$ cat config.mk
export PLATFORM = sky130hd
export DESIGN_NAME = rv32_regfile_sb_flat
export DESIGN_NICKNAME = d
export VERILOG_FILES = /design/src/rtl/rv32_regfile_sb_if.sv /design/src/rtl/rv32_regfile_sb.sv /design/src/flat_wrapper.sv
export SDC_FILE = /design/constraint.sdc
export NUM_CORES = 2
export LEC_CHECK = 0
export BUFFER_PORTS_ARGS = -buffer_cell sky130_fd_sc_hd__buf_2
export CELL_PAD_IN_SITES_DETAIL_PLACEMENT = 1
export CELL_PAD_IN_SITES_GLOBAL_PLACEMENT = 1
export CORE_MARGIN = 3
export CORE_UTILIZATION = 45
export CTS_CLUSTER_DIAMETER = 200
export CTS_CLUSTER_SIZE = 12
export DETAILED_ROUTE_END_ITERATION = 7
export PLACE_DENSITY_LB_ADDON = 0.1
export RECOVER_POWER = 50
export SKIP_LAST_GASP = 1
export SYNTH_ARGS = -nofsm -noshare
export SYNTH_HDL_FRONTEND = slang
export SYNTH_SLANG_ARGS = --single-unit
$ cat constraint.sdc
create_clock -name clk_i -period 6.6 [get_ports clk_i]
set_clock_uncertainty 0.15 [all_clocks]
set_input_delay 1.32 -clock clk_i [delete_from_list [all_inputs] [get_ports clk_i]]
set_output_delay 1.32 -clock clk_i [all_outputs]
set_load 0.01 [all_outputs]
$ cat src/rtl/rv32_regfile_sb_if.sv
// rv32_regfile_sb_if: read, issue, writeback and flush bundle for the scoreboarded register file
interface rv32_regfile_sb_if #(
    parameter int XLEN = 32,
    parameter int AW   = 5,
    parameter int NRP  = 2
);
    logic [NRP*AW-1:0]   rp_addr_i;
    logic [NRP*XLEN-1:0] rp_data_o;
    logic [NRP-1:0]      rp_busy_o;
    logic                iss_v_i;
    logic [AW-1:0]       iss_rd_i;
    logic                iss_rdy_o;
    logic                wb0_v_i;
    logic [AW-1:0]       wb0_addr_i;
    logic [XLEN-1:0]     wb0_data_i;
    logic                wb1_v_i;
    logic [AW-1:0]       wb1_addr_i;
    logic [XLEN-1:0]     wb1_data_i;
    logic                flush_i;
    logic [AW:0]         pend_cnt_o;

    modport slave (
        input  rp_addr_i, iss_v_i, iss_rd_i, wb0_v_i, wb0_addr_i, wb0_data_i,
               wb1_v_i, wb1_addr_i, wb1_data_i, flush_i,
        output rp_data_o, rp_busy_o, iss_rdy_o, pend_cnt_o
    );

    modport master (
        output rp_addr_i, iss_v_i, iss_rd_i, wb0_v_i, wb0_addr_i, wb0_data_i,
               wb1_v_i, wb1_addr_i, wb1_data_i, flush_i,
        input  rp_data_o, rp_busy_o, iss_rdy_o, pend_cnt_o
    );
endinterface

$ cat src/rtl/rv32_regfile_sb.sv
// rv32_regfile_sb: register file with writeback bypass and a per-register busy scoreboard
module rv32_regfile_sb #(
    parameter int XLEN = 32,
    parameter int AW   = 5,
    parameter int NRP  = 2
) (
    input logic              clk_i,
    input logic              rst_n_i,
    rv32_regfile_sb_if.slave bus
);
    localparam int NREG = 2**AW;

    logic [NREG-1:0][XLEN-1:0] regs_q, regs_d;
    logic [NREG-1:0]           busy_q, busy_d;
    logic [AW:0]               pend_q, pend_d;
    logic                      wb0_hit, wb1_hit, iss_acc, inc, clr0, clr1;

    assign wb0_hit = bus.wb0_v_i && bus.wb0_addr_i != '0;
    assign wb1_hit = bus.wb1_v_i && bus.wb1_addr_i != '0;

    assign bus.iss_rdy_o = !busy_q[bus.iss_rd_i] || bus.iss_rd_i == '0
                         || (wb0_hit && bus.wb0_addr_i == bus.iss_rd_i)
                         || (wb1_hit && bus.wb1_addr_i == bus.iss_rd_i);
    assign iss_acc = bus.iss_v_i && bus.iss_rdy_o && bus.iss_rd_i != '0 && !bus.flush_i;
    assign bus.pend_cnt_o = pend_q;

    always_comb begin
        regs_d = regs_q;
        if (wb0_hit) regs_d[bus.wb0_addr_i] = bus.wb0_data_i;
        if (wb1_hit) regs_d[bus.wb1_addr_i] = bus.wb1_data_i;
        regs_d[0] = '0;
        busy_d = busy_q;
        if (wb0_hit) busy_d[bus.wb0_addr_i] = 1'b0;
        if (wb1_hit) busy_d[bus.wb1_addr_i] = 1'b0;
        if (iss_acc) busy_d[bus.iss_rd_i] = 1'b1;
        if (bus.flush_i) busy_d = '0;
        busy_d[0] = 1'b0;
        // count only bits that really flip; a clear re-set by the issue is no change
        inc  = iss_acc && !busy_q[bus.iss_rd_i];
        clr0 = wb0_hit && busy_q[bus.wb0_addr_i] && !(iss_acc && bus.iss_rd_i == bus.wb0_addr_i);
        clr1 = wb1_hit && busy_q[bus.wb1_addr_i] && !(iss_acc && bus.iss_rd_i == bus.wb1_addr_i)
             && !(wb0_hit && bus.wb0_addr_i == bus.wb1_addr_i);
        pend_d = bus.flush_i ? '0 : pend_q + (AW+1)'(inc) - (AW+1)'(clr0) - (AW+1)'(clr1);
    end

    always_ff @(posedge clk_i or negedge rst_n_i) begin
        if (!rst_n_i) begin
            regs_q <= '0;
            busy_q <= '0;
            pend_q <= '0;
        end else begin
            regs_q <= regs_d;
            busy_q <= busy_d;
            pend_q <= pend_d;
        end
    end

    for (genvar k = 0; k < NRP; k++) begin : g_rp
        logic [AW-1:0] a;
        logic          hit0, hit1;
        assign a    = bus.rp_addr_i[k*AW +: AW];
        assign hit0 = wb0_hit && bus.wb0_addr_i == a;
        assign hit1 = wb1_hit && bus.wb1_addr_i == a;
        assign bus.rp_data_o[k*XLEN +: XLEN] = (!rst_n_i || a == '0) ? '0
                                             : hit1 ? bus.wb1_data_i
                                             : hit0 ? bus.wb0_data_i
                                             : regs_q[a];
        assign bus.rp_busy_o[k] = busy_q[a] && !hit0 && !hit1;
    end
endmodule
$ cat src/flat_wrapper.sv
// flat-port wrapper written by rule: the top's interface ports become plain ports
module rv32_regfile_sb_flat 
#(
    parameter int XLEN = 32,
    parameter int AW   = 5,
    parameter int NRP  = 2
)
  (clk_i, rst_n_i, bus_rp_addr_i, bus_iss_v_i, bus_iss_rd_i, bus_wb0_v_i, bus_wb0_addr_i, bus_wb0_data_i, bus_wb1_v_i, bus_wb1_addr_i, bus_wb1_data_i, bus_flush_i, bus_rp_data_o, bus_rp_busy_o, bus_iss_rdy_o, bus_pend_cnt_o);
  rv32_regfile_sb_if #(.XLEN(XLEN), .AW(AW), .NRP(NRP)) bus_i ();
  input logic clk_i;
  input logic rst_n_i;
  input wire logic [$bits(bus_i.rp_addr_i)-1:0] bus_rp_addr_i;
  input wire logic [$bits(bus_i.iss_v_i)-1:0] bus_iss_v_i;
  input wire logic [$bits(bus_i.iss_rd_i)-1:0] bus_iss_rd_i;
  input wire logic [$bits(bus_i.wb0_v_i)-1:0] bus_wb0_v_i;
  input wire logic [$bits(bus_i.wb0_addr_i)-1:0] bus_wb0_addr_i;
  input wire logic [$bits(bus_i.wb0_data_i)-1:0] bus_wb0_data_i;
  input wire logic [$bits(bus_i.wb1_v_i)-1:0] bus_wb1_v_i;
  input wire logic [$bits(bus_i.wb1_addr_i)-1:0] bus_wb1_addr_i;
  input wire logic [$bits(bus_i.wb1_data_i)-1:0] bus_wb1_data_i;
  input wire logic [$bits(bus_i.flush_i)-1:0] bus_flush_i;
  output wire logic [$bits(bus_i.rp_data_o)-1:0] bus_rp_data_o;
  output wire logic [$bits(bus_i.rp_busy_o)-1:0] bus_rp_busy_o;
  output wire logic [$bits(bus_i.iss_rdy_o)-1:0] bus_iss_rdy_o;
  output wire logic [$bits(bus_i.pend_cnt_o)-1:0] bus_pend_cnt_o;
  assign bus_i.rp_addr_i = bus_rp_addr_i;
  assign bus_i.iss_v_i = bus_iss_v_i;
  assign bus_i.iss_rd_i = bus_iss_rd_i;
  assign bus_i.wb0_v_i = bus_wb0_v_i;
  assign bus_i.wb0_addr_i = bus_wb0_addr_i;
  assign bus_i.wb0_data_i = bus_wb0_data_i;
  assign bus_i.wb1_v_i = bus_wb1_v_i;
  assign bus_i.wb1_addr_i = bus_wb1_addr_i;
  assign bus_i.wb1_data_i = bus_wb1_data_i;
  assign bus_i.flush_i = bus_flush_i;
  assign bus_rp_data_o = bus_i.rp_data_o;
  assign bus_rp_busy_o = bus_i.rp_busy_o;
  assign bus_iss_rdy_o = bus_i.iss_rdy_o;
  assign bus_pend_cnt_o = bus_i.pend_cnt_o;
  rv32_regfile_sb #(.XLEN(XLEN), .AW(AW), .NRP(NRP)) u_core (.clk_i(clk_i), .rst_n_i(rst_n_i), .bus(bus_i));
endmodule
* Yosys cells after proc, flatten, opt, wreduce, memory -nomap -nowiden
Index checks and enable logic that the tools add are counted.
** Storage, ports and cells
- Register bits :: 1029
- Bits of input ports :: 95
- Logic and storage cells :: 145
** Cells by class
- Add/subtract/negate cells :: 3
- Order comparisons :: 8
- Equality and inequality tests :: 9
- Mux-type cells :: 39
- Bitwise gates (word level) :: 5
- Reductions and logical operators :: 48
** Operator list (number)
- $bwmux W1024 :: 2
- $mux W1024 :: 2
- $mux W32 :: 14
- $bmux W32 S5 :: 2
- $demux W32 S5 :: 2
- $and A32 B32 Y32 :: 2
- $not A32 Y32 :: 2
- $eq A5 B5 Y1 :: 9
- $or A32 B32 Y32 :: 1
- $lt A5 B6 Y1 const B :: 5
- $logic_and A1 B1 Y1 :: 27
- $bmux W1 S5 :: 5
- $demux W1 S5 :: 3
- $ge A5 B1 Y1 const B :: 3
- $logic_not A5 Y1 :: 3
- $reduce_bool A5 Y1 :: 3
- $sub A6 B1 Y6 :: 2
- $logic_not A1 Y1 :: 10
- $mux W1 :: 8
- $add A6 B1 Y6 :: 1
- $mux W6 :: 1
- $logic_or A1 B1 Y1 :: 5

* Depth between registers and ports, before layout
- Depth after elaboration :: 15
- Depth in mapped cells :: 20
- Depth with buffers taken out :: 17

* Worst setup path before layout
Ideal clock, no wire load.
- Kind :: input port to flip-flop
- Start :: in bus_wb0_addr_i[0]
- End :: reg u_core.pend_q[5] (netlist: u_core.bus.pend_cnt_o[5])
- Arrival :: 4642 ps
- Required time :: 6321 ps
- Slack :: 1679 ps
- Cell stages on the path :: 20
- Buffers on the path :: 3
- Cells stage by stage :: buf_2 buf_2 buf_2 mux2_2 nand3_1 o311ai_0 a221oi_1 o211ai_1 o2111a_1 fa_1 ha_1 inv_1 ha_1 inv_1 fa_1 inv_1 a21o_1 a21oi_1 xnor2_1 nor2_1
** On the way
- Word-level cells in the longest chain between the ends :: 14
- Elaborated cells on any way between the ends :: 28
- Those cells by class :: add/sub (3); eq/ne (3); mux (3); reduce/logical (19)
** Ends and longest elaborated chain
- from (decl) :: RTL line flat_wrapper.sv:16 : input wire logic [$bits(bus_i.wb0_addr_i)-1:0] bus_wb0_addr_i;
- parallel branches: the longest is 12 deep, another holds $add A6 B1 Y6
- $sub A6 B1 Y6 * :: RTL line rv32_regfile_sb.sv:43 : pend_d = bus.flush_i ? '0 : pend_q + (AW+1)'(inc) - (AW+1)'(clr0) - (AW+1)'(clr1);
- $mux W6 * :: RTL line rv32_regfile_sb.sv:43
- via u_core.pend_d[5] :: RTL line rv32_regfile_sb.sv:15 : logic [AW:0] pend_q, pend_d;
- to (signal assigned) :: RTL line rv32_regfile_sb.sv:54 : pend_q <= pend_d;
- to (decl) :: RTL line rv32_regfile_sb.sv:15
Mark *: on every way through the listed nets, which the timed path passes. The select of a mux whose other input is x is not followed.

* Worst setup path after layout
- Start :: in bus_wb1_addr_i[4]
- End :: out bus_rp_data_o[51]
** On the way
- Word-level cells in the longest chain between the ends :: 5
- Elaborated cells on any way between the ends :: 6
- Those cells by class :: eq/ne (1); mux (2); reduce/logical (3)
** Ends and longest elaborated chain
- from (decl) :: RTL line flat_wrapper.sv:19 : input wire logic [$bits(bus_i.wb1_addr_i)-1:0] bus_wb1_addr_i;
- $reduce_bool A5 Y1 :: RTL line rv32_regfile_sb.sv:19 : assign wb1_hit = bus.wb1_v_i && bus.wb1_addr_i != '0;
- $logic_and A1 B1 Y1 :: RTL line rv32_regfile_sb.sv:19
- $logic_and A1 B1 Y1 * :: RTL line rv32_regfile_sb.sv:63 : assign hit1 = wb1_hit && bus.wb1_addr_i == a;
- $mux W32 * :: RTL line rv32_regfile_sb.sv:65 : : hit1 ? bus.wb1_data_i
- $mux W32 * :: RTL line rv32_regfile_sb.sv:64 : assign bus.rp_data_o[k*XLEN +: XLEN] = (!rst_n_i || a == '0) ? '0
- to (decl) :: RTL line flat_wrapper.sv:22 : output wire logic [$bits(bus_i.rp_data_o)-1:0] bus_rp_data_o;
Mark *: on every way between the ends. The rest lies on a longest branch, timed or not.

==> impl_results.md <==
- CP top delay family: simple AND/OR/NAND/NOR gates
- Count of different cell masters after synthesis: 71
- FFs w/ async S/R, synth: 1.00
- First-pass GRT wire length: 443000 um
- Clock Latency Late Sink: 0.74 ns
- Slew at the pin closest to its max-slew limit: 3.89 ns
- Hold Slack: approximately 0.3 ns
- Average wire per standard cell: 38.3 um
- Synth Flop Type: dfrtp_1
- Vias in the first global route: 56976
- Most frequent cells in the layout: mux2i_1 (1184), dfrtp_1 (1029), nand2_1 (637)
- Core box area: 148000 um2
- Placed cell area: between 60000 and 70000 um2
- Largest family of logic cells by synthesized area: multiplexers
- Root Buffer: clkbuf_16
- Maxcap violations: 43
- Hpwl dp: 189000 um
- Number of routed nets with antenna violations: 0
- Slew Viols, Final: 1336
- Worst path slowest cell: nor3_1
- Cts bufs inserted: 95
- Final std cells w/o fill: about 8000
- Area taken by multi-input logic gates: roughly 38000 um2
- Die Span Y: 393 um
- Fillers: 15880
- HP Class: in2async
- Util after Layout: 0.486
- Pleak: 31.2 nW
- Post-Syn Area per Cell: slightly above 10 um2
- Horiz. Die Dim: 393 um
- Worst vdd ir: 0.201 mV
- CTS tree: yes
- First-pass detailed-route iteration total: 8
- CP max stage delay: 0.72 ns
- Period Utilization, post-route: 0.996
- Pwr/cell area: 283 nW/um2
- Simple-gate share of the synthesized area: 0.0922
- Status: complete, but fails checks
- Worst R2R Path Depth: 18
- Mux share of post-synthesis cell area: 0.343
- Clock Sinks: 1029
- Sequential fraction of the synthesis area: 0.383
- Final setup vio count: 0
- Slew headroom: -1.60
- Final Hold Vio Count: 0
- DR iter-0 viols: 7419
- Largest net degree at the start of global routing: ~160
- Commonest non-fill, non-tap cell in the layout: mux2i_1
- Placer Congestion: 0.905
- Max Root-Sink Buffers: 3
- Total grt overflow: 0
- Synth Instances: 6543
- Die ar.: 154000 um2
- Critical path arrival: 5.10 ns
- Cells after DPL: just over 8000
- Fmax: roughly 150 MHz
- Starting Density: 0.454
- DR DRC count: 0
- XOR/XNOR share of the synthesized area: 0.00508
- Vias: 57662
- Vias per cell: 7.07
- Critical path's most frequent cell: buf_2
- Compound-Gate Fraction of Synth Area: 0.124
- Design Area, Final: between 70000 and 80000 um2
- Site Rows: 141
- PortBufs: 167
- RSZ-0062 raised after global routing: no
- Synth warn: 0
- Critical path depth: 9
- Initial antenna violation count: 27
- Tmin final: ~6.6 ns
- Overall Global Routing Usage: 0.402
- I/O pin cnt: 168
- CP startpoint kind: input pin
- # hold bufs at CTS: 0
- Seq cells post-synth: 1029
- Synth-to-Final Area Change: 7.06%
- Failing checks: capacitance limit, slew limit
- Nature of the critical path endpoint: primary output
- Overall Power: between 20 and 25 mW
- Fraction of layout cells with a size suffix above 1: 0.175
- Critical path, cell by cell: buf_2 > or3_1 > o31ai_2 > o31a_1 > nand2_2 > buf_4 > nor3_1 > a221o_1 > buf_2
- Syn_nets: 6646
- Final Net Count: 6323
- Critical Setup Path Class: in2out
- Setup WS post-layout: 0.0274 ns
- CP Data Required Time: 5.13 ns
- Pre-CTS WS: -0.0211 ns
- H-tree levels: 3
- Register area: between 20000 and 30000 um2
- Worst path bufs/invs: 3
- Post-synth EDFFs: 0
- Reg clk slew, reported paths: ~0.080 ns
- Post-Route Setup TNS: 0 ns
- Total Wirelength: 313000 um
- Adder-Cell Fraction of Synth Area: 0.00171
- Post-Syn Area: about 67000 um2
- CP max FO: 18
==> per-layer routing <==
layer | vias up | share of wire | track usage
li1 | 23144 | - | -
met1 | 30176 | 0.41 | 0.562
met2 | 3498 | 0.43 | 0.578
met3 | 822 | 0.11 | 0.111
met4 | 22 | 0.054 | 0.189
met5 | - | 0.00078 | 0
==> kinds of logic after synthesis <==
group,count (synthesis)
AND/OR/NAND/NOR,1462
adder cells (fa/ha/maj),8
AO/OA/AOI/OAI,1461
buffers and inverters,819
XOR/XNOR,39
flip-flops,1029
multiplexers,1725
==> sequential cells by signal, indices dropped and copies added (netlist names) <==
name	cells
u_core.regs_q	992
u_core.busy_q	31
u_core.bus.pend_cnt_o	6
==> cells in the mapped netlist, types with 13 or more instances <==
master,number,share of area
xnor2_1,26,0.0034
mux4_2,455,0.15
a211oi_1,47,0.0052
a22oi_1,50,0.0056
xor2_1,13,0.0017
mux2i_1,1184,0.18
nand2_1,656,0.037
a222oi_1,29,0.0043
inv_1,13,0.00073
o21ai_0,567,0.042
mux2_2,86,0.014
dfrtp_1,1029,0.38
o2bb2ai_1,19,0.0025
and3_1,14,0.0013
nor2b_1,38,0.0035
nand3_1,26,0.0019
nor2_1,576,0.032
a221o_1,16,0.0024
o211ai_1,26,0.0029
buf_1,121,0.0068
a2111oi_2,16,0.0036
a21oi_1,536,0.040
o2111ai_1,15,0.0020
o22ai_1,41,0.0038
buf_2,140,0.010
or4bb_1,29,0.0049
o21ai_1,40,0.0030
and2_1,36,0.0033
clkbuf_2,29,0.0022
o31ai_1,31,0.0035
nor3_1,28,0.0021
clkbuf_1,491,0.027
==> repair_timing <==
item | CTS | global route
setup endpoints to repair | 1 | 1
setup buffers | 0 | 0
pin swaps | 0 | 0
gates resized for setup | 1 | 1
hold endpoints to repair | 0 | 0
==> area by class of cell <==
| class | instances | area share |
|---|---|---|
| inverters | 15 | 0.000782 |
| repair buffers | 384 | 0.0397 |
| clock buffers | 97 | 0.0337 |
| well taps | 1930 | 0.0335 |
| multi-input cells | 4695 | 0.534 |
| flip-flops and latches | 1029 | 0.358 |
| clock inverters | 5 | 0.000556 |
| diodes | 6 | 0.000209 |
==> final timing paths <==
kind	to	from	slack, ns
worst min-delay path	u_core.busy_q[9]$_DFF_PN0_	rst_n_i	0.30
min in group clk_i	u_core.regs_q[578]$_DFF_PN0_	u_core.regs_q[578]$_DFF_PN0_	0.45
worst max-delay path	bus_rp_data_o[51]	bus_wb1_addr_i[4]	0.03
worst max register to register	u_core.bus.pend_cnt_o[5]$_DFF_PN0_	u_core.busy_q[31]$_DFF_PN0_	2.06
max in group asynchronous	u_core.regs_q[501]$_DFF_PN0_	rst_n_i	1.03
worst min register to register	u_core.regs_q[578]$_DFF_PN0_	u_core.regs_q[578]$_DFF_PN0_	0.45
==> power by group <==
part | internal, mW | leakage (nW) | switching [mW]
clock | 2.58 | 1.22 | 2.64
sequential | 7.95 | 12.6 | 1.41
combinational | 2.92 | 17.4 | 2.89
(Power assumes the default switching activity.)
